**src/rtl/seg7_scan_capture.sv**
```systemverilog
// seg7_scan_capture
//   Receive-side monitor for a multiplexed 7-segment display bus. Each digit
//   period is debounced and decoded back to a 4-bit value. The values are
//   collected into a frame of DIGITS values, and the frame is published
//   atomically once every digit position has been seen.
//
// Optional feature macro: SEG7_HEX_DECODE_EN
//   When defined, the decode table also accepts the hex glyphs A, b, C, d, E
//   and F. When undefined, those glyphs are flagged as decode errors.
//
// Ports
//   clk         in   rising-edge clock
//   rst         in   synchronous active-high reset
//   seg_in      in   8  segment pattern, bit0=a .. bit6=g, bit7=dp
//   dig_sel     in   DIGITS  one-hot digit enables
//   digits_out  out  4*DIGITS  decoded values, digit i at [4i+3:4i]
//   dp_out      out  DIGITS  captured decimal point per digit
//   blank_out   out  DIGITS  digit pattern was all-off
//   digit_err   out  DIGITS  digit pattern not in the decode table
//   frame_valid out  one-cycle pulse when a new frame lands on the outputs
//   lost        out  level, no capture for TIMEOUT cycles
module seg7_scan_capture #(
    parameter int DIGITS  = 4,
    parameter int STABLE  = 4,
    parameter int TIMEOUT = 1024
) (
    input  logic                  clk,
    input  logic                  rst,
    input  logic [7:0]            seg_in,
    input  logic [DIGITS-1:0]     dig_sel,
    output logic [4*DIGITS-1:0]   digits_out,
    output logic [DIGITS-1:0]     dp_out,
    output logic [DIGITS-1:0]     blank_out,
    output logic [DIGITS-1:0]     digit_err,
    output logic                  frame_valid,
    output logic                  lost
);

    localparam int          SW      = 8 + DIGITS;
    localparam logic [7:0]  CAP_AT  = 8'(STABLE - 1);
    localparam logic [15:0] TMO_MAX = 16'(TIMEOUT);

    localparam logic [1:0] S_HUNT    = 2'd0;
    localparam logic [1:0] S_COLLECT = 2'd1;
    localparam logic [1:0] S_EMIT    = 2'd2;

    // Returns {err, blank, value[3:0]}.
    function automatic logic [5:0] decode7(input logic [6:0] p);
        logic [5:0] r;
        case (p)
            7'h3F:   r = 6'h00;
            7'h06:   r = 6'h01;
            7'h5B:   r = 6'h02;
            7'h4F:   r = 6'h03;
            7'h66:   r = 6'h04;
            7'h6D:   r = 6'h05;
            7'h7D:   r = 6'h06;
            7'h07:   r = 6'h07;
            7'h7F:   r = 6'h08;
            7'h6F:   r = 6'h09;
            7'h00:   r = 6'b01_0000;
`ifdef SEG7_HEX_DECODE_EN
            7'h77:   r = 6'h0A;
            7'h7C:   r = 6'h0B;
            7'h39:   r = 6'h0C;
            7'h5E:   r = 6'h0D;
            7'h79:   r = 6'h0E;
            7'h71:   r = 6'h0F;
`endif
            default: r = 6'b10_0000;
        endcase
        return r;
    endfunction

    logic [SW-1:0]       smp_q, prev_q;
    logic [7:0]          cnt_q, cnt_d;
    logic                armed_q, armed_d;
    logic [15:0]         tmo_q, tmo_d;
    logic [1:0]          state_q, state_d;
    logic [DIGITS-1:0]   mask_q, mask_d;

    logic [4*DIGITS-1:0] sh_val_q;
    logic [DIGITS-1:0]   sh_dp_q, sh_blank_q, sh_err_q;

    logic [4*DIGITS-1:0] digits_q;
    logic [DIGITS-1:0]   dp_q, blank_q, err_q;
    logic                fv_q;

    logic [7:0]          smp_seg;
    logic [DIGITS-1:0]   smp_sel;
    logic                eq, sel_onehot, cap, accept, emit, lost_rise;
    logic [5:0]          dec;

    assign smp_seg    = smp_q[SW-1:DIGITS];
    assign smp_sel    = smp_q[DIGITS-1:0];
    assign eq         = (smp_q == prev_q);
    assign sel_onehot = (smp_sel != '0) && ((smp_sel & (smp_sel - DIGITS'(1))) == '0);
    assign dec        = decode7(smp_seg[6:0]);

    // Debounce: a capture fires on the cycle the run of identical samples
    // reaches STABLE, and only once per run (armed clears until the bus moves).
    always_comb begin
        cnt_d   = cnt_q;
        armed_d = armed_q;
        cap     = 1'b0;
        if (eq) begin
            if (cnt_q != 8'hFF) cnt_d = cnt_q + 8'd1;
            if (armed_q && (cnt_d == CAP_AT) && sel_onehot) begin
                cap     = 1'b1;
                armed_d = 1'b0;
            end
        end else begin
            cnt_d   = 8'd0;
            armed_d = 1'b1;
        end
    end

    always_comb begin
        tmo_d = tmo_q;
        if (cap)                 tmo_d = 16'd0;
        else if (tmo_q != TMO_MAX) tmo_d = tmo_q + 16'd1;
    end

    assign lost_rise = (tmo_d == TMO_MAX) && (tmo_q != TMO_MAX);

    // Frame assembly. EMIT is the single cycle between the completing capture
    // and the atomic copy of the shadow into the output registers.
    always_comb begin
        state_d = state_q;
        mask_d  = mask_q;
        accept  = 1'b0;
        emit    = 1'b0;
        case (state_q)
            S_HUNT: begin
                if (cap && smp_sel[0]) begin
                    accept  = 1'b1;
                    mask_d  = DIGITS'(1);
                    state_d = S_COLLECT;
                end
            end
            S_COLLECT: begin
                if (cap) begin
                    accept = 1'b1;
                    if (smp_sel[0]) mask_d = DIGITS'(1);
                    else            mask_d = mask_q | smp_sel;
                    if (&mask_d)    state_d = S_EMIT;
                end
            end
            S_EMIT: begin
                emit    = 1'b1;
                mask_d  = '0;
                state_d = S_HUNT;
            end
            default: begin
                mask_d  = '0;
                state_d = S_HUNT;
            end
        endcase
        if (lost_rise) begin
            state_d = S_HUNT;
            mask_d  = '0;
        end
    end

    always_ff @(posedge clk) begin
        if (rst) begin
            smp_q   <= '0;
            prev_q  <= '0;
            cnt_q   <= 8'd0;
            armed_q <= 1'b1;
            tmo_q   <= 16'd0;
            state_q <= S_HUNT;
            mask_q  <= '0;
            fv_q    <= 1'b0;
        end else begin
            smp_q   <= {seg_in, dig_sel};
            prev_q  <= smp_q;
            cnt_q   <= cnt_d;
            armed_q <= armed_d;
            tmo_q   <= tmo_d;
            state_q <= state_d;
            mask_q  <= mask_d;
            fv_q    <= emit;
        end
    end

    // Shadow slots need no reset: they only become visible through emit,
    // which requires every slot to have been written since the last HUNT.
    always_ff @(posedge clk) begin
        for (int i = 0; i < DIGITS; i++) begin
            if (accept && smp_sel[i]) begin
                sh_val_q[4*i +: 4] <= dec[3:0];
                sh_dp_q[i]         <= smp_seg[7];
                sh_blank_q[i]      <= dec[4];
                sh_err_q[i]        <= dec[5];
            end
        end
    end

    always_ff @(posedge clk) begin
        if (rst) begin
            digits_q <= '0;
            dp_q     <= '0;
            blank_q  <= '0;
            err_q    <= '0;
        end else if (emit) begin
            digits_q <= sh_val_q;
            dp_q     <= sh_dp_q;
            blank_q  <= sh_blank_q;
            err_q    <= sh_err_q;
        end
    end

    assign digits_out  = digits_q;
    assign dp_out      = dp_q;
    assign blank_out   = blank_q;
    assign digit_err   = err_q;
    assign frame_valid = fv_q;
    assign lost        = (tmo_q == TMO_MAX);

endmodule

```
**config.mk**
```make
export PLATFORM = sky130hd
export DESIGN_NAME = seg7_scan_capture
export DESIGN_NICKNAME = d
export VERILOG_FILES = /design/src/rtl/seg7_scan_capture.sv
export SDC_FILE = /design/constraint.sdc
export NUM_CORES = 1
export LEC_CHECK = 0
export ABC_CLOCK_PERIOD_IN_PS = 2800
export CAP_MARGIN = 20
export CORE_ASPECT_RATIO = 2
export CORE_MARGIN = 3
export CORE_UTILIZATION = 36
export CTS_CLUSTER_SIZE = 40
export DETAILED_ROUTE_END_ITERATION = 12
export HOLD_SLACK_MARGIN = 0.15
export PLACE_DENSITY_LB_ADDON = 0.25
export SLEW_MARGIN = 20
export SYNTH_ARGS = -nofsm -noshare
export SYNTH_HDL_FRONTEND = slang
export SYNTH_SLANG_ARGS = --single-unit
```
**constraint.sdc**
```tcl
create_clock -name clk -period 2.8 [get_ports clk]
set_input_delay 0.7 -clock clk [delete_from_list [all_inputs] [get_ports clk]]
set_output_delay 0.7 -clock clk [all_outputs]
set_load 0.01 [all_outputs]
```
# Yosys cells after proc, flatten, opt, wreduce, memory -nomap -nowiden
# Cells that the tools add are included.
[totals]
out_inout_bits = 30
input_bits = 14
register_bits = 112
[classes]
n_addsub = 3
muxes = 21
n_eq_ne = 21
n_reduce_logical = 18
bitwise = 3
[op_table]
columns = ["cell", "count"]
rows = [
  ["$pmux 6 s11", 1],
  ["$eq 7x7->1 const B", 7],
  ["$eq 16x11->1 const B", 2],
  ["$mux 16", 2],
  ["$mux 4", 5],
  ["$add 16x1->16 const B", 1],
  ["$mux 8", 2],
  ["$ne 16x11->1 const B", 1],
  ["$eq 7x3->1 const B", 2],
  ["$eq 12x12->1", 1],
  ["$logic_and 1x1->1", 9],
  ["$add 8x1->8 const B", 1],
  ["$eq 8x2->1 const B", 1],
  ["$ne 8x8->1 const B", 1],
  ["$pmux 4 s2", 1],
  ["$eq 7x6->1 const B", 1],
  ["$logic_not 7->1", 1],
  ["$mux 2", 3],
  ["$ne 2x2->1 const B", 3],
  ["$mux 1", 5],
  ["$and 4x4->4", 1],
  ["$logic_not 4->1", 1],
  ["$or 4x4->4", 1],
  ["$pmux 2 s2", 1],
  ["other kinds (11)", 12],
]

# Longest topological paths before layout
# Gate-level depths: netlist of run 1.
[depth]
ltp_word = 14
mapped_depth = 11
mapped_depth_nobuf = 8

# Worst setup path after synthesis of run 1
# No wires, ideal clock.
[synth_path]
path_type = "register to register"
startpoint = "reg cnt_q[0]"
endpoint = "reg sh_blank_q[3], enable pin"
arrival_ns = 2.622
synth_period_minus_slack_ns = 3.015
n_path_buf = 2
slack_ns = -0.215
required_time_ns = 2.407
stages_incl_launch_ff = 9
setup_time_ns = 0.393
cell_sequence = "dfxtp_1 > ha_1 > clkbuf_1 > and4_1 > o2111a_1 > o211ai_2 > or3_1 > buf_2 > nor4b_1"
[synth_between]
elab_chain_cells = 12
word_cells_on_any_way = 14
cone_classes = "add/sub: 1; eq/ne: 2; mux: 7; reduce/logical: 4"
[synth_rtl]
columns = ["element", "line_no", "source"]
rows = [
  ["start, declared", "76", "logic [7:0] cnt_q, cnt_d;"],
  ["start signal, assigned", "178", "cnt_q <= cnt_d;"],
  ["$add 8x1->8 / $ne 8x8->1 (equally long branches)", "107", "if (cnt_q != 8'hFF) cnt_d = cnt_q + 8'd1;"],
  ["$mux 8 (*)", "107", ""],
  ["$mux 8 (*)", "106", "if (eq) begin"],
  ["$eq 8x2->1 (*)", "108", "if (armed_q && (cnt_d == CAP_AT) && sel_onehot) begin"],
  ["$logic_and 1x1->1 (*) (2 in a row)", "108", ""],
  ["$mux 1 (*)", "108", ""],
  ["$mux 1 (*)", "106", ""],
  ["$logic_and 1x1->1", "135", "if (cap && smp_sel[0]) begin"],
  ["$mux 1", "135", ""],
  ["$pmux 1 s2 (*)", "133", "case (state_q)"],
  ["$logic_and 1x1->1 (*)", "191", "if (accept && smp_sel[i]) begin"],
  ["end signal, assigned by index", "194", "sh_blank_q[i] <= dec[4];"],
  ["end, declared", "83", "logic [DIGITS-1:0] sh_dp_q, sh_blank_q, sh_err_q;"],
]
# Every way passes the cells marked *; elsewhere a longest branch is shown, timed or not. The select of a mux whose other input is x is not followed.
# A chain may end at the register's enable or synchronous reset.

# Worst setup path after layout of run 1
[layout_path]
startpoint = "reg tmo_q[0]"
endpoint = "out lost"
[layout_between]
elab_chain_cells = 1
[layout_rtl]
columns = ["element", "line_no", "source"]
rows = [
  ["start, declared", "78", "logic [15:0] tmo_q, tmo_d;"],
  ["start signal, assigned", "180", "tmo_q <= tmo_d;"],
  ["$eq 16x11->1", "219", "assign lost = (tmo_q == TMO_MAX);"],
  ["end, declared", "36", "output logic lost"],
]
# Every way passes these cells.

==> metrics.md, run 1 <==
| Metric | Value |
|---|---|
| Outcome | `finished, final reports clean` |
| Pwr dens | `563 mW/mm2` |
| Multi-input combinational cell area | `0.00199 mm2` |
| Seq cells post-synth | `112` |
| Vias per inst | `5.16` |
| Num CTS Buffers | `9` |
| Fin crit share | `0.942` |
| Layout area overhead | `19.2%` |
| Slew headroom | `0.603` |
| Most used DFF post-synth | `dfxtp_1` |
| Antenna diodes | `0` |
| Hold Path Cell Cnt | `2` |
| Critical Path End Type | `output pin` |
| Hold Buf Count CTS | `0` |
| Die H | `168 um` |
| Max stage delay on crit path | `470 ps` |
| RR Startpoint | `cnt_q[0]` |
| Worst EP arrival | `1940 ps` |
| Max clock buf depth | `2` |
| Initial Util | `0.370` |
| Insertion delay to the later sink of the worst-skew pair | `350 ps` |
| Slew @ Worst Pin | `between 500 and 600 ps` |
| Clock power share | `0.418` |
| Post-synth ARST share | `0` |
| CTS tree | `yes` |
| Peak VDD IR | `340 uV` |
| Net Sw Frac | `0.221` |
| Root Driver | `clkbuf_16` |
| Crit path kind | `register to output pin` |
| Seq/Total Area, Yosys | `0.537` |
| R2R setup slack | `220 ps` |
| CP startpoint kind | `register` |
| Seq pwr share | `0.538` |
| CP delay by family, top | `simple AND/OR/NAND/NOR gates` |
| DRC | `0` |
| MaxCap Viol Count | `0` |
| Seq. cell area | `0.00252 mm2` |
| First-pass GRT wire length | `16,600 um` |
| Slowest library cell on the worst path | `or4b_4` |
| Pin count of the biggest net entering global routing | `45` |
| Total Power | `0.00315 W` |
| Yosys cell types | `between 50 and 60` |
| I/O Buffers | `43` |
| Router iterations before antenna repair | `7` |
| Die Wd | `roughly 87 um` |
| Total grt overflow | `0` |
| Post-route ant nets | `0` |
| Initial antenna violation count | `0` |
| Gate Count Post-Synth | `494` |
| RR Endpoint | `sh_blank_q[3]` |
| Most frequent cells after synthesis | `dfxtp_1 (84), nand2_1 (72), nor2_1 (41)` |
| Nets@finish | `547` |
| H-tree levels | `3` |
| Instance count on the critical path | `6` |
| Placed insts | `669` |
| Fin. Hold Viols | `0` |
| Syn Nets | `511` |
| Tightest Hold Check Type | `register to register` |
| Leak | `1.94 nW` |
| RSZ-0062 raised after global routing | `no` |
| Cell chain of the critical path | `inv_1, ha_2, or4b_4, nor4b_2, and4_1, buf_2` |
| Comb pwr share | `0.044` |
| Hpwl dp | `7500 um` |
| Number of cells in the finished layout apart from fillers | `slightly below 700` |
| Clock Skews | `7.24 ps` |
| Cell Area, Synth | `0.00470 mm2` |
| NetSw | `0.000699 W` |
| Max FO, Critical Path | `2` |
| RePlAce Congestion | `0.867` |
| Post-synth top area share | `0.358` |
| Number of global-route vias before repair | `approximately 3,500` |
| Endpoint, Worst Hold | `digits_out[4]` |
| Post-synth EDFFs | `28` |
| Largest cells by area after synthesis | `dfxtp_1 (36%), edfxtp_1 (18%), nand2_1 (5.8%)` |
| Fin. max-slew vios | `0` |
| Highest clock rate | `379 MHz` |
| Clock Pin Slew Worst Setup and Hold Paths | `70 ps` |
| Total core area | `between 0.01 and 0.015 mm2` |
| Row count | `just under 60` |
| Vias | `3,538` |
| Most frequent cell after synthesis | `dfxtp_1` |
| Leading area contributor after synthesis | `dfxtp_1` |
| Mean post-synth cell area | `approximately 9.5 um2` |
| Die area | `between 0.01 and 0.015 mm2` |
| Required time of the critical path | `2100 ps` |
| Fill cells | `1,189` |
| Synth warn | `0` |
| R2R depth | `7` |
| Drt total wl | `10,000 um` |
| Avg WL per Cell | `between 10 and 15 um` |
| Hold_sp | `digits_out[4]` |
| Worst path bufs/invs | `2` |
| Internal | `approximately 0.0025 W` |
| Starting DRT DRC Count | `194` |
| Share of post-route cells with drive strength above 1 | `0.103` |
| I/O Pins | `44` |
| Clk sinks | `112` |
| Setup violators final | `0` |
| GRT Total Usage | `0.144` |
| Min cycle time layout | `2640 ps` |
## tightest hold or removal path, stage by stage (launching register included)
cell,delay (ps)
dfxtp_1,310
nand2_1,50
a21oi_1,50
## how the worst max path moves through the flow
stage / startpoint / to / slack (ps)
floorplan: cnt_q[0] / sh_blank_q[3] / -220
global placement: tmo_q[0] / lost / 5
detailed placement: tmo_q[0] / lost / -5
CTS: tmo_q[0] / lost / 20
global route: tmo_q[0] / mask_q[0] / 20
finish: tmo_q[0] / lost / 160
## power groups by stage
stage,combinational (W),sequential (W),clock (W)
final,0.000139,0.00170,0.00132
after global routing,0.000154,0.00170,0.00142
after CTS,0.000140,0.00170,0.00137
after detailed placement,0.000137,0.00173,0
after global placement,0.000136,0.00173,0
after floorplan,0.000103,0.00172,0
## per-stage QoR
step	setup slack (ps)	utilization	TNS, ps	cell area (um2)	hold slack [ps]
2_1_floorplan	-215	-	-4520	4700	431
3_3_place_gp	4.55	0.416	0	5280	442
3_5_place_dp	-5.47	0.416	-5.47	5280	445
4_1_cts	22.2	0.441	0	5610	457
5_1_grt	17.3	0.441	0	5600	484
6_report	163	0.441	0	5600	453
## repair_timing
item	4_1_cts	5_1_grt
buffers inserted	0	0
setup endpoints to repair	1	1
cloned	0	0
resized for setup	6	1
pin swaps	2	2
## state kept, by name, summed over array words and instances, names as in the netlist
signal       cells
tmo_q           16
sh_val_q        16
sh_err_q         4
armed_q          1
smp_q           12
dp_out           4
blank_out        4
prev_q          12
digits_out      16
cnt_q            8
frame_valid      1
sh_blank_q       4
state_q          2
sh_dp_q          4
mask_q           4
digit_err        4
## cell type report
class	count	share of cell area
Timing Repair Buffer	64	0.103
Sequential cell	112	0.451
Clock buffer	9	0.0402
Inverter	3	0.00201
Multi-Input combinational cell	340	0.355
Tap cell	150	0.0335
Clock inverter	7	0.0159
## layout by cell type (no fill, tap or decap), types with 2 or more instances in the layout
cell              n
nor3_1           17
and4_1            4
nand3_1          19
xnor2_1          13
buf_2             2
and3_1            8
and2_1            2
a311oi_1          2
nand4_1           8
nor2b_1          30
clkbuf_16         9
nand2b_1          4
inv_6             2
xor2_1           19
ha_1              2
buf_4            21
nand2_1          72
or4b_1            2
edfxtp_1         28
inv_1             3
nand4b_1          2
clkdlybuf4s50_1  41
o21ai_0           9
nor2_1           41
a21oi_1          39
a31oi_1           2
nor4b_1           8
o31ai_1           3
o21bai_1          2
dfxtp_1          84
nor4_1            5
or2_2             4
## layer usage
layer  global-route usage  vias up  part of all wire
li1                     -     1775                 -
met5                    0        -                 0
met2                0.273       89              0.57
met1                0.142     1651              0.36
met3               0.0315       23             0.043
met4               0.0685        0             0.027
## logic make-up after synthesis
| kind of cell | Yosys count | synth area share |
|---|---|---|
| DFF | 112 | 0.537 |
| buffers and inverters | 42 | 0.0431 |
| and+or+nand+nor | 234 | 0.256 |
| AOI/OAI and AO/OA | 70 | 0.0943 |
| xor gates and xnor gates | 32 | 0.0597 |
| adders and majority gates | 3 | 0.00799 |
| muxes | 1 | 0.00213 |
(Power assumes the default switching activity.)
==> inputs of run 2 (changes only) <==
Settings changed: ABC_AREA set to 0, ABC_CLOCK_PERIOD_IN_PS 2800 to 3200.
Clock period 2.8 ns to 3.2 ns, I/O delays scaled along.
==> run 2 against run 1 <==
Net effect: clock-buffer cell count did not move; setup slack got worse by 33 ps; routed wire length fell by 3.5%; clock power fell by 15%; sequential share of layout area rose by 0.83 points; combinational power fell by 27%; largest cell class unchanged; highest routed layer unchanged.
==> metrics.md, run 2 (synthesis results as in run 1) <==
| Metric | Value |
|---|---|
| Slew @ Worst Pin | `586 ps (-8.27 ps)` |
| R2R setup slack | `580 ps (+360 ps)` |
| Critical Path End Type | `output pin` |
| Initial antenna violation count | `0 (unchanged)` |
| Fin crit share | `0.959` |
| Insertion delay to the later sink of the worst-skew pair | `350 ps (about the same)` |
| Internal | `0.00208 W (-15%)` |
| Max clock buf depth | `2 (unchanged)` |
| RSZ-0062 raised after global routing | `no` |
| Fin. Hold Viols | `0 (unchanged)` |
| CP startpoint kind | `register` |
| Pwr dens | `493 mW/mm2 (-12%)` |
| Most frequent cells in the layout | `dfxtp_1 (82), nand2_1 (72), nor2_1 (41), clkdlybuf4s50_1 (41), a21oi_1 (39)` |
| Pin count of the biggest net entering global routing | `54 (+20%)` |
| Setup violators final | `0 (unchanged)` |
| Place WS | `181 ps (+186 ps)` |
| RR Startpoint | `cnt_q[0]` |
| Net Sw Frac | `0.235 (+0.0133)` |
| Root Driver | `clkbuf_16` |
| Hpwl dp | `7150 um (-4.7%)` |
| R2R depth | `7 (unchanged)` |
| I/O Pins | `44 (unchanged)` |
| First-pass GRT wire length | `16,100 um (-2.9%)` |
| Die area | `0.0145 mm2 (unchanged)` |
| Highest clock rate | `326 MHz` |
| Peak VDD IR | `351 uV (+3.1%)` |
| Endpoint, Worst Hold | `digits_out[4]` |
| Slew headroom | `0.606 (+0.00327)` |
| Starting DRT DRC Count | `295 (+52%)` |
| Total grt overflow | `0 (unchanged)` |
| Seq pwr share | `0.550 (+0.012)` |
| Die Wd | `86.8 um (unchanged)` |
| Clock power share | `0.413 (-0.005)` |
| Crit path kind | `register to output pin` |
| Tightest Hold Check Type | `register to register` |
| MaxCap Viol Count | `0 (unchanged)` |
| Router iterations before antenna repair | `4 (-3)` |
| Routed wl met3 | `309 um (-28%)` |
| Die H | `168 um (unchanged)` |
| Nets@finish | `535 (-2.2%)` |
| Initial Util | `0.370 (unchanged)` |
| GRT Total Usage | `0.140 (-0.00450)` |
| Min cycle time layout | `3070 ps` |
| Top sig layer | `met4` |
| Clock Skews | `13.7 ps (+6.48 ps)` |
| Wire length on met1 | `3600 um (+0.36%)` |
| Max stage delay on crit path | `590 ps (+120 ps)` |
| Required time of the critical path | `2400 ps (+300 ps)` |
| Num CTS Buffers | `9 (unchanged)` |
| Avg WL per Cell | `14.4 um (-1.8%)` |
| Total core area | `0.0127 mm2 (unchanged)` |
| RR Endpoint | `sh_val_q[7]` |
| Row count | `58 (unchanged)` |
| Metal2 WL | `5390 um (-6.2%)` |
| Outcome | `finished, final reports clean` |
| Final Util | `0.433 (-0.00759)` |
| Setup TNS | `0 ps (unchanged)` |
| Comb pwr share | `0.038 (-0.006)` |
| Post-route ant nets | `0 (unchanged)` |
| Number of global-route vias before repair | `3,333 (-3.8%)` |
| Vias | `3,450 (-2.5%)` |
| NetSw | `0.000637 W (-8.8%)` |
| I/O Buffers | `43 (unchanged)` |
| Commonest non-fill, non-tap cell in the layout | `dfxtp_1` |
| DRC | `0 (unchanged)` |
| H-tree levels | `3 (unchanged)` |
| Hold_sp | `digits_out[4]` |
| Share of post-route cells with drive strength above 1 | `0.0822 (-0.0206)` |
| Drt total wl | `9680 um (-3.5%)` |
| Worst hold slack | `456 ps (+3.30 ps)` |
| Cell chain of the critical path | `inv_1, ha_1, or4b_2, nor4b_1, and4_1, dlygate4sd2_1` |
| Hold Path Cell Cnt | `2 (unchanged)` |
| Clk sinks | `112 (unchanged)` |
| Fill cells | `1,196 (+0.59%)` |
| Layout area overhead | `17.1%` |
| Fin. max-slew vios | `0 (unchanged)` |
| Leak | `1.88 nW (-3.3%)` |
| Hold Buf Count CTS | `0 (unchanged)` |
| CTS tree | `yes` |
| Slowest library cell on the worst path | `or4b_2` |
| Worst setup margin | `131 ps (-32.6 ps)` |
| Clock Pin Slew Worst Setup and Hold Paths | `80 ps (about the same)` |
| Antenna diodes | `0 (unchanged)` |
| RePlAce Congestion | `0.881 (+1.6%)` |
| Vias per inst | `5.13 (-0.75%)` |
| Worst EP arrival | `2270 ps (+330 ps)` |
| Max FO, Critical Path | `9 (+7)` |
## run 2: power groups by stage
stage | Sequential (W) | Clock (W) | Combinational (W)
2_1_floorplan | 0.00150 | 0 | 0.0000905
3_3_place_gp | 0.00152 | 0 | 0.000103
3_5_place_dp | 0.00152 | 0 | 0.000103
4_1_cts | 0.00149 | 0.00116 | 0.000104
5_1_grt | 0.00150 | 0.00122 | 0.000114
6_report | 0.00149 | 0.00112 | 0.000102
## run 2: what timing repair did
action                                  CTS  global route
endpoints found under the setup margin    1             0
resized for setup                         3             0
buffers inserted                          0             0
## run 2: how the worst max path moves through the flow
stage | from | end | cells after the start
floorplan | cnt_q[0] | sh_blank_q[3] | 8
global placement | tmo_q[0] | lost | 6
detailed placement | tmo_q[0] | lost | 6
CTS | tmo_q[0] | lost | 6
global route | tmo_q[0] | lost | 6
finish | tmo_q[0] | lost | 6
## run 2: critical path, delay by kind of cell (launching register included)
| family | cells | cell delay, ps |
|---|---|---|
| adder cells (fa/ha/maj) | 1 | 170 |
| buffers and inverters | 2 | 360 |
| flip-flops | 1 | 370 |
| AND/OR/NAND/NOR | 3 | 1040 |
## run 2: layout make-up
cell class                 count  area [um2]  share of cell area
tap                          150         188              0.0341
sequential                   112        2520               0.459
clock inverter                 7        86.3              0.0157
multi-input combinational    340        1980               0.359
clock buffer                   9         225              0.0409
inverter                       3        11.3             0.00205
timing repair buffer          52         492              0.0894
## run 2: through the flow
| step | power [W] | instance area [um2] | instances |
|---|---|---|---|
| CTS | 0.00276 | 5500 | 673 |
| global route | 0.00283 | 5500 | 673 |
| global placement | 0.00163 | 5190 | 657 |
| floorplan | 0.00159 | 4700 | 494 |
| detailed placement | 0.00163 | 5190 | 657 |
| finish | 0.00271 | 5500 | 673 |
## run 2: metal layers
| metal | up-vias | GRT usage |
|---|---|---|
| li1 | 1750 | - |
| met1 | 1596 | 0.143 |
| met2 | 81 | 0.259 |
| met3 | 23 | 0.0212 |
| met4 | 0 | 0.0801 |
| met5 | - | 0 |
==> inputs of run 3 (changes only) <==
Settings changed: CORE_ASPECT_RATIO 2 to 1.4, CORE_UTILIZATION 36 to 52.
==> run 3 against run 2 <==
Net effect: non-clock buffer count rose by 1; utilization rose by 19 points; cell area fell by 1.2%; clock power barely moved; setup slack improved by 17 ps; global-route usage rose by 4.2 points; combinational power rose by 4%; critical path depth did not move; via count fell by 0.70%; die area fell by 30%; sequential cell count did not move.
==> metrics.md, run 3 (synthesis results as in run 1) <==
| Metric | Value |
|---|---|
| Pwr dens | `494 mW/mm2 (+0.21%)` |
| MaxCap Viol Count | `0 (unchanged)` |
| Worst hold slack | `452 ps (-4.42 ps)` |
| R2R setup slack | `530 ps (-50 ps)` |
| Critical Path End Type | `output pin` |
| Post-route ant nets | `0 (unchanged)` |
| Outcome | `finished, final reports clean` |
| Clock power share | `0.407 (-0.006)` |
| RePlAce Congestion | `0.891 (+1.1%)` |
| Clock Pin Slew Worst Setup and Hold Paths | `70 ps (about the same)` |
| Die area | `0.0102 mm2 (-30%)` |
| Setup TNS | `0 ps (unchanged)` |
| H-tree levels | `3 (unchanged)` |
| Final Util | `0.625 (+0.191)` |
| Initial Util | `0.540 (+0.170)` |
| Total Power | `0.00269 W (-0.95%)` |
| Required time of the critical path | `2400 ps (about the same)` |
| Setup violators final | `0 (unchanged)` |
| Pin count of the biggest net entering global routing | `34 (-37%)` |
| Die H | `118 um (-29%)` |
| Row count | `40 (-31%)` |
| Die Wd | `86.3 um (-0.51%)` |
| Nets@finish | `536 (+0.19%)` |
| I/O Buffers | `43 (unchanged)` |
| Net Sw Frac | `0.208 (-0.0270)` |
| Slew headroom | `0.635 (+0.0293)` |
| Share of post-route cells with drive strength above 1 | `0.0763 (-0.00588)` |
| NetSw | `0.000559 W (-12%)` |
| Clock Skews | `6.12 ps (-7.61 ps)` |
| RSZ-0062 raised after global routing | `no` |
| Hold Path Cell Cnt | `2 (unchanged)` |
| Avg WL per Cell | `14.0 um (-2.8%)` |
| Num CTS Buffers | `9 (unchanged)` |
| RR Endpoint | `sh_dp_q[3]` |
| Router iterations before antenna repair | `4 (unchanged)` |
| Met2 Usage GRT | `0.323 (+0.0644)` |
| Met3 usage | `0.0391 (+0.0179)` |
| Post-route cell area | `0.00544 mm2 (-1.2%)` |
| Total grt overflow | `0 (unchanged)` |
| Starting DRT DRC Count | `214 (-27%)` |
| Met1 Resource Use GR | `0.198 (+0.0553)` |
| Tightest Hold Check Type | `register to register` |
| Most frequent cells in the layout | `dfxtp_1 (84), nand2_1 (72), nor2_1 (41), clkdlybuf4s50_1 (41), a21oi_1 (39)` |
| Leak | `1.86 nW (-0.61%)` |
| R2R depth | `7 (unchanged)` |
| Internal | `0.00213 W (+2.5%)` |
| I/O Pins | `44 (unchanged)` |
| Endpoint, Worst Hold | `digits_out[9]` |
| Layout area overhead | `15.8%` |
| Crit path kind | `register to output pin` |
| Worst EP arrival | `2250 ps (-20 ps)` |
| DRC | `0 (unchanged)` |
| Root Driver | `clkbuf_16` |
| Clk sinks | `112 (unchanged)` |
| Cell chain of the critical path | `inv_1, ha_1, or4b_2, nor4b_2, and4_1, clkdlybuf4s15_1` |
| Commonest non-fill, non-tap cell in the layout | `dfxtp_1` |
| Drt total wl | `8800 um (-9.1%)` |
| Min cycle time layout | `3050 ps (-16.7 ps)` |
| Initial antenna violation count | `0 (unchanged)` |
| Fin crit share | `0.954 (-0.00521)` |
| GRT Total Usage | `0.182 (+0.0423)` |
| Antenna diodes | `0 (unchanged)` |
| CP startpoint kind | `register` |
| Fin. Hold Viols | `0 (unchanged)` |
| Slowest library cell on the worst path | `or4b_2` |
| Max clock buf depth | `2 (unchanged)` |
| Insertion delay to the later sink of the worst-skew pair | `340 ps (about the same)` |
| Hold_sp | `digits_out[9]` |
| Max stage delay on crit path | `600 ps (about the same)` |
| First-pass GRT wire length | `14,900 um (-7.7%)` |
| RR Startpoint | `cnt_q[0]` |
| Vias per inst | `5.45 (+6.3%)` |
| Total core area | `0.00871 mm2 (-31%)` |
| Vias | `3,426 (-0.70%)` |
| Max FO, Critical Path | `7 (-2)` |
| Slew @ Worst Pin | `543 ps (-43.6 ps)` |
| Hpwl dp | `6370 um (-11%)` |
| Peak VDD IR | `349 uV (-0.45%)` |
| Placed cell area | `0.00514 mm2 (-0.94%)` |
| Fin. max-slew vios | `0 (unchanged)` |
| Gr busiest metal | `met2` |
| Post-CTS setup buffers | `0 (unchanged)` |
| CTS tree | `yes` |
| Fill cells | `721 (-40%)` |
| Seq pwr share | `0.554 (+0.004)` |
| Comb pwr share | `0.039 (about the same)` |
| Number of global-route vias before repair | `3,274 (-1.8%)` |
| Highest clock rate | `328 MHz (+0.55%)` |
==> run 3: worst max-delay path by stage <==
stage | from | to | cells after the start
floorplan | cnt_q[0] | sh_blank_q[3] | 8
global placement | tmo_q[1] | lost | 6
detailed placement | tmo_q[1] | lost | 6
CTS | tmo_q[1] | lost | 6
global route | tmo_q[1] | lost | 6
finish | tmo_q[1] | lost | 6
==> run 3: area by class of cell <==
cell class                      instances  area (um2)  area share
Inverter                                3        11.3     0.00207
Multi-Input combinational cell        340        1980       0.364
Timing Repair Buffer                   53         500      0.0920
Sequential cell                       112        2520       0.464
Tap cell                              105         131      0.0242
Clock buffer                           12         236      0.0435
Clock inverter                          4        55.1      0.0101
==> run 3: per-layer routing <==
metal  routed length (um)  share of wire  up-vias
met1                 3540           0.40     1590
met4                  280          0.032        0
met5                    0              0        -
li1                     -              -     1752
met3                  312          0.035       19
met2                 4660           0.53       65
==> run 3: timing repair <==
item,4_1_cts,5_1_grt
hold buffers,0,0
resized for setup,1,2
pin swaps,0,0
endpoints found under the setup margin,1,1
==> run 3: power groups by stage <==
stage                     Sequential [W]  Combinational, W  Clock (W)
final                            0.00149          0.000106    0.00109
after global routing             0.00149          0.000119    0.00117
after CTS                        0.00149          0.000107    0.00112
after detailed placement         0.00152          0.000106          0
after global placement           0.00152          0.000105          0
after floorplan                  0.00150         0.0000905          0
==> run 3: metrics by stage <==
stage / cells / setup slack [ps]
after global routing: 629 / 2.46
after global placement: 613 / 237
final: 629 / 147
after CTS: 629 / 96.3
after detailed placement: 613 / 203
after floorplan: 494 / 185
==> run 3: critical path, delay by kind of cell (launching register included) <==
family                   cells  cell delay, ps
adder cells (fa/ha/maj)      1             180
buffers and inverters        2             350
flip-flops                   1             360
AND/OR/NAND/NOR              3            1030
==> RTL edit 1 (config.mk and constraints of run 1) <==
Set the parameter `DIGITS` to 5 (it was 4). Comments in the files are not updated.
--- a/src/rtl/seg7_scan_capture.sv
+++ b/src/rtl/seg7_scan_capture.sv
@@ -21,5 +21,5 @@
 //   lost        out  level, no capture for TIMEOUT cycles
 module seg7_scan_capture #(
-    parameter int DIGITS  = 4,
+    parameter int DIGITS  = 5,
     parameter int STABLE  = 4,
     parameter int TIMEOUT = 1024
Interface: changed (5 resized); port bits go from 44 to 52. No check against the original RTL was run, so the function may have changed too.
==> RTL edit 1 against run 1 <==
Via count rose by 10%; utilization increased by 3.1 points; routed wire length grew 11%; global-route usage is 0.20 points higher; cell area up 15%; total power is 38% higher; setup slack got worse by 0.047 ns; sequential cell count grew 17; die area is 7.8% higher; sequential power increased by 15%; area after synthesis rose by 8.3%; critical path type unchanged; largest power group is now clock.
==> RTL edit 1: results (changes against run 1) <==
stage,metric,value,unit,change
synth,yosysUniqueCellTypes,47,,-9.6%
clock_tree,cts_buffer_depth,2,,unchanged
place,placed_cells,744,,+11%
route,dr.first_iter.drc_count,215,,+11%
final_layout,stdcell_count,777,,+13%
route,drt-wirelength-per-cell,14.3,µm,-2.3%
power_and_ir_drop,peakVddDrop,421,µV,+24%
synth,synthTopCellsByArea,"dfxtp_1 (37%), edfxtp_1 (21%), nand2_1 (6.1%)",,
final_layout,nNetsFinal,596,,+9.0%
sta,fin_skew,0.00981,ns,+0.00257 ns
grt,track_usage,14.7,%,+0.20 points
power_and_ir_drop,power_switching,0.000902,W,+29%
synth,yosysWarningCount,0,,unchanged
clock_tree,root_buffer,clkbuf_16,,
route,met2_wirelength,6170,µm,+7.5%
critical_path,arrival,1.98,ns,+0.04 ns
grt,grt_pass1_wl,18300,µm,+10%
route,wl_met3,411,µm,-4.6%
grt,grt_overflow,0,,unchanged
clock_tree,cts.clk_slew.worst_paths,0.06,ns,
synth,ys_seq_area_share,57.6,%,+4.0 points
status,status,"finished, final reports clean",,
sta,setup_violations,0,,unchanged
worst_hold_path,holdCritPathClass,reg -> reg,,
route,wl_met1,3990,µm,+11%
route,drtPass1Iterations,4,,-3
clock_tree,worstSkewPairLatency,0.41,ns,+0.06 ns
synth,synth_nets,543,,+6.3%
critical_path,critPathLaunch,tmo_q[1]$_SDFF_PP0_,,
synth,synth_edf_count,35,,+25%
worst_hold_path,min-delay-start,dp_out[4]$_SDFFE_PP0P_,,
place,dp_hpwl,8000,µm,+6.7%
route,vias_per_cell,5.03,,-2.6%
synth,yosys-top-cells-count,"dfxtp_1 (94), nand2_1 (82), a21oi_1 (44)",,
grt,grt_max_degree,37,,-18%
sta,worst_pin_slew,0.557,ns,-0.0382 ns
final_layout,drive_gt1_share,10.3,%,+0.041 points
synth,netlist_instances,525,,+6.3%
place,numPortBuffers,51,,+19%
critical_path,cp_max_fo,6,,+4
synth,synth-async-reset-ratio,0,%,unchanged
clock_tree,cts_max_level,4,,+1
grt,grt_pass1_vias,3931,,+13%
clock_tree,cts_inserted_buffers,17,,+8
power_and_ir_drop,power.leakage,2.15,nW,+11%
place,place.gp.congestion,0.852,,-1.7%
-- RTL edit 1: cell types whose count changed in the layout (fill, tap and decap cells not counted), sizes merged, moves of 7 or more --
cell / change
inv: +8
dfxtp: +10
xnor2: +7
clkdlybuf4s50: +9
clkbuf: +14
nor4b: -8
edfxtp: +7
nand2: +10
-- RTL edit 1: worst max-delay path: stages, from the launching register on --
cell             delay, ns
dfxtp_1               0.36
inv_1                 0.09
ha_1                  0.14
nor4bb_2              0.20
nand4_1               0.17
inv_1                 0.09
clkdlybuf4s50_1       0.53
-- RTL edit 1: timing repair --
action                                  4_1_cts  5_1_grt
endpoints found under the setup margin        1       36
setup buffers                                 1        0
pin swaps                                     1        1
hold buffers                                  0        0
gates resized for setup                       0        6
-- RTL edit 1: final cells by class --
type | count | area [µm²]
Tap cell | 186 | 233
Inverter | 12 | 45.0
Fill cell | 1295 | 7220
Timing Repair Buffer | 67 | 626
Clock inverter | 9 | 90.1
Sequential cell | 129 | 2930
Clock buffer | 23 | 532
Multi-Input combinational cell | 351 | 1980
-- RTL edit 1: cells by family (layout without fill, tap and decap cells) --
kind of cell    Yosys count  count (layout)  share of synthesized area [%]
simple gates            242             242                           24.0
flops                   129             129                           57.6
compound gates           72              72                           8.12
buf+inv                  45             111                           3.64
xor+xnor                 33              33                           5.68
fa+ha+maj                 3               3                          0.738
mux                       1               1                          0.197
-- RTL edit 1: layer usage --
layer,vias up,track usage (%)
met5,-,0
met4,0,10.2
met3,39,3.51
met2,115,27.9
met1,1852,13.2
li1,1902,-
-- RTL edit 1: worst paths after layout --
| check | endpoint | slack, ns | cells after the start |
|---|---|---|---|
| max | lost | 0.12 | 6 |
| min | dp_out[4]$_SDFFE_PP0P_ | 0.45 | 2 |
| max reg2reg | sh_err_q[1]$_DFFE_PP_ | 0.23 | 10 |
| min reg2reg | dp_out[4]$_SDFFE_PP0P_ | 0.45 | 2 |
-- RTL edit 1: per-stage QoR --
step / total power, W / util [%] / setup WS (ns) / instance area [µm²]
6_report: 0.00434 / 47.2 / 0.117 / 6440
5_1_grt: 0.00448 / 47.2 / 0.00111 / 6440
4_1_cts: 0.00439 / 47.1 / 0.0303 / 6430
3_5_place_dp: 0.00214 / 42.5 / 0.116 / 5800
3_3_place_gp: 0.00214 / 42.5 / 0.217 / 5800
2_1_floorplan: 0.00209 / - / 0.327 / 5090
-- RTL edit 1: power groups by stage --
stage          sequential, W  combinational (W)  clock, W
2_1_floorplan        0.00198           0.000103         0
3_3_place_gp         0.00200           0.000136         0
3_5_place_dp         0.00200           0.000137         0
4_1_cts              0.00196           0.000138   0.00229
5_1_grt              0.00197           0.000152   0.00236
6_report             0.00196           0.000137   0.00224
==> RTL edit 2 (flow settings as in run 1) <==
Made on the original files. The output `frame_valid` loses its register stage (`fv_q` becomes a continuous assignment).
--- a/src/rtl/seg7_scan_capture.sv
+++ b/src/rtl/seg7_scan_capture.sv
@@ -172,5 +172,4 @@
             state_q <= S_HUNT;
             mask_q  <= '0;
-            fv_q    <= 1'b0;
         end else begin
             smp_q   <= {seg_in, dig_sel};
@@ -181,7 +180,8 @@
             state_q <= state_d;
             mask_q  <= mask_d;
-            fv_q    <= emit;
-        end
-    end
+        end
+    end
+
+    assign fv_q = emit;
 
     // Shadow slots need no reset: they only become visible through emit,
Function: same outputs for any inputs over 10 cycles, from zero or initial values and one cycle with rst high; that may be too few to reach the edited logic, so the function may still have changed.
==> RTL edit 2 against run 1 <==
Critical path depth is the same; total power shrank 2.5%; cell area shrank 1.8%; largest power group unchanged; sequential cell count shrank 1; utilization grew 0.48 points; via count shrank 3.8%; combinational power shrank 6%; routed wire length shrank 6.7%; area after synthesis shrank 1.9%; sequential share of layout area grew 0.50 points; synthesized cell count shrank 3.4%; register-to-register slack lost 0.08 ns; largest cell class unchanged; setup slack lost 0.021 ns; final cell count shrank 2.9%.
==> RTL edit 2: results (changes against run 1) <==
stage,metric,value,unit,change
grt,grt_util_met3,2.68,%,-0.47 points
route,met2_wirelength,5310,µm,-7.5%
critical_path,critPathLaunch,smp_q[2]$_SDFF_PP0_,,
route,drtPass1Iterations,4,,-3
grt,grt_pass1_wl,15800,µm,-4.9%
grt,grt.met2_usage,26.3,%,-1.1 points
final_layout,drive_gt1_share,9.46,%,-0.82 points
synth,yosys-top-cells-count,"dfxtp_1 (83), nand2_1 (72), a21oi_1 (32), nor2_1 (32), edfxtp_1 (28)",,
synth,synth_nets,494,,-3.3%
final_layout,inverters,5,,+2
final_layout,ff_latch_area,2500,µm²,-0.69%
power_and_ir_drop,power.density,559,nW/µm²,-0.70%
final_layout,n_sequential_cell,111,,-0.89%
clock_tree,cts-resized-gates,4,,-2
final_layout,num-multi-input-gates,324,,-4.7%
route,drt-wirelength-per-cell,14.1,µm,-3.9%
place,placed_area,5190,µm²,-1.6%
grt,grt_pass1_vias,3325,,-4.0%
final_layout,nonClkBufAreaFrac,10.3,%,-0.017 points
critical_path,arrival,2.68,ns,+0.74 ns
status,status,"finished, final reports clean",,
route,vias_per_cell,5.12,,-0.86%
route,routed_wl,9360,µm,-6.7%
power_and_ir_drop,clkPwrFrac,41.1,%,-0.7 points
route,wl_met3,313,µm,-27%
route,wl_met1,3560,µm,-0.81%
final_layout,multi_input_area_share,35.0,%,-0.45 points
final_layout,buffers,62,,-3.1%
power_and_ir_drop,power.leakage,1.95,nW,+0.34%
critical_path,max_stage_delay,0.52,ns,+0.05 ns
final_layout,nNetsFinal,530,,-3.1%
synth,ys_seq_area_share,54.3,%,+0.62 points
synth,yosysUniqueCellTypes,57,,+9.6%
sta,fin_skew,0.00684,ns,-0.000402 ns
synth,netlist_instances,477,,-3.4%
grt,grt_use_met1,14.5,%,+0.28 points
critical_path,crit_slowest_cell,or4b_1,,
place,place.gp.congestion,0.856,,-1.2%
final_layout,clkCellAreaFrac,5.44,%,-0.17 points
grt,track_usage,13.8,%,-0.63 points
==> RTL edit 2: cell count changes after synthesis, moves of 5 or more <==
cell,run 1,this run
nor2_1,41,32
and3_1,8,3
nor3_1,17,9
buf_2,11,5
a21oi_1,39,32
a31oi_1,2,8
nor4b_1,9,1
nor4_1,5,10
==> RTL edit 2: cells by family after synthesis <==
| logic type | Yosys count | share of synthesized area [%] |
|---|---|---|
| AND/OR/NAND/NOR | 216 | 24.6 |
| flip-flops | 111 | 54.3 |
| AO/OA/AOI/OAI | 69 | 9.26 |
| buffers and inverters | 42 | 4.02 |
| XOR/XNOR | 31 | 5.89 |
| multiplexers | 5 | 1.09 |
| adder cells (fa/ha/maj) | 3 | 0.815 |
==> RTL edit 2: final timing paths <==
check        cells past startpoint                      end  slack (ns)
max                              6  sh_blank_q[2]$_DFFE_PP_        0.14
min                              2   dp_out[0]$_SDFFE_PP0P_        0.46
max reg2reg                      6  sh_blank_q[2]$_DFFE_PP_        0.14
min reg2reg                      2   dp_out[0]$_SDFFE_PP0P_        0.46
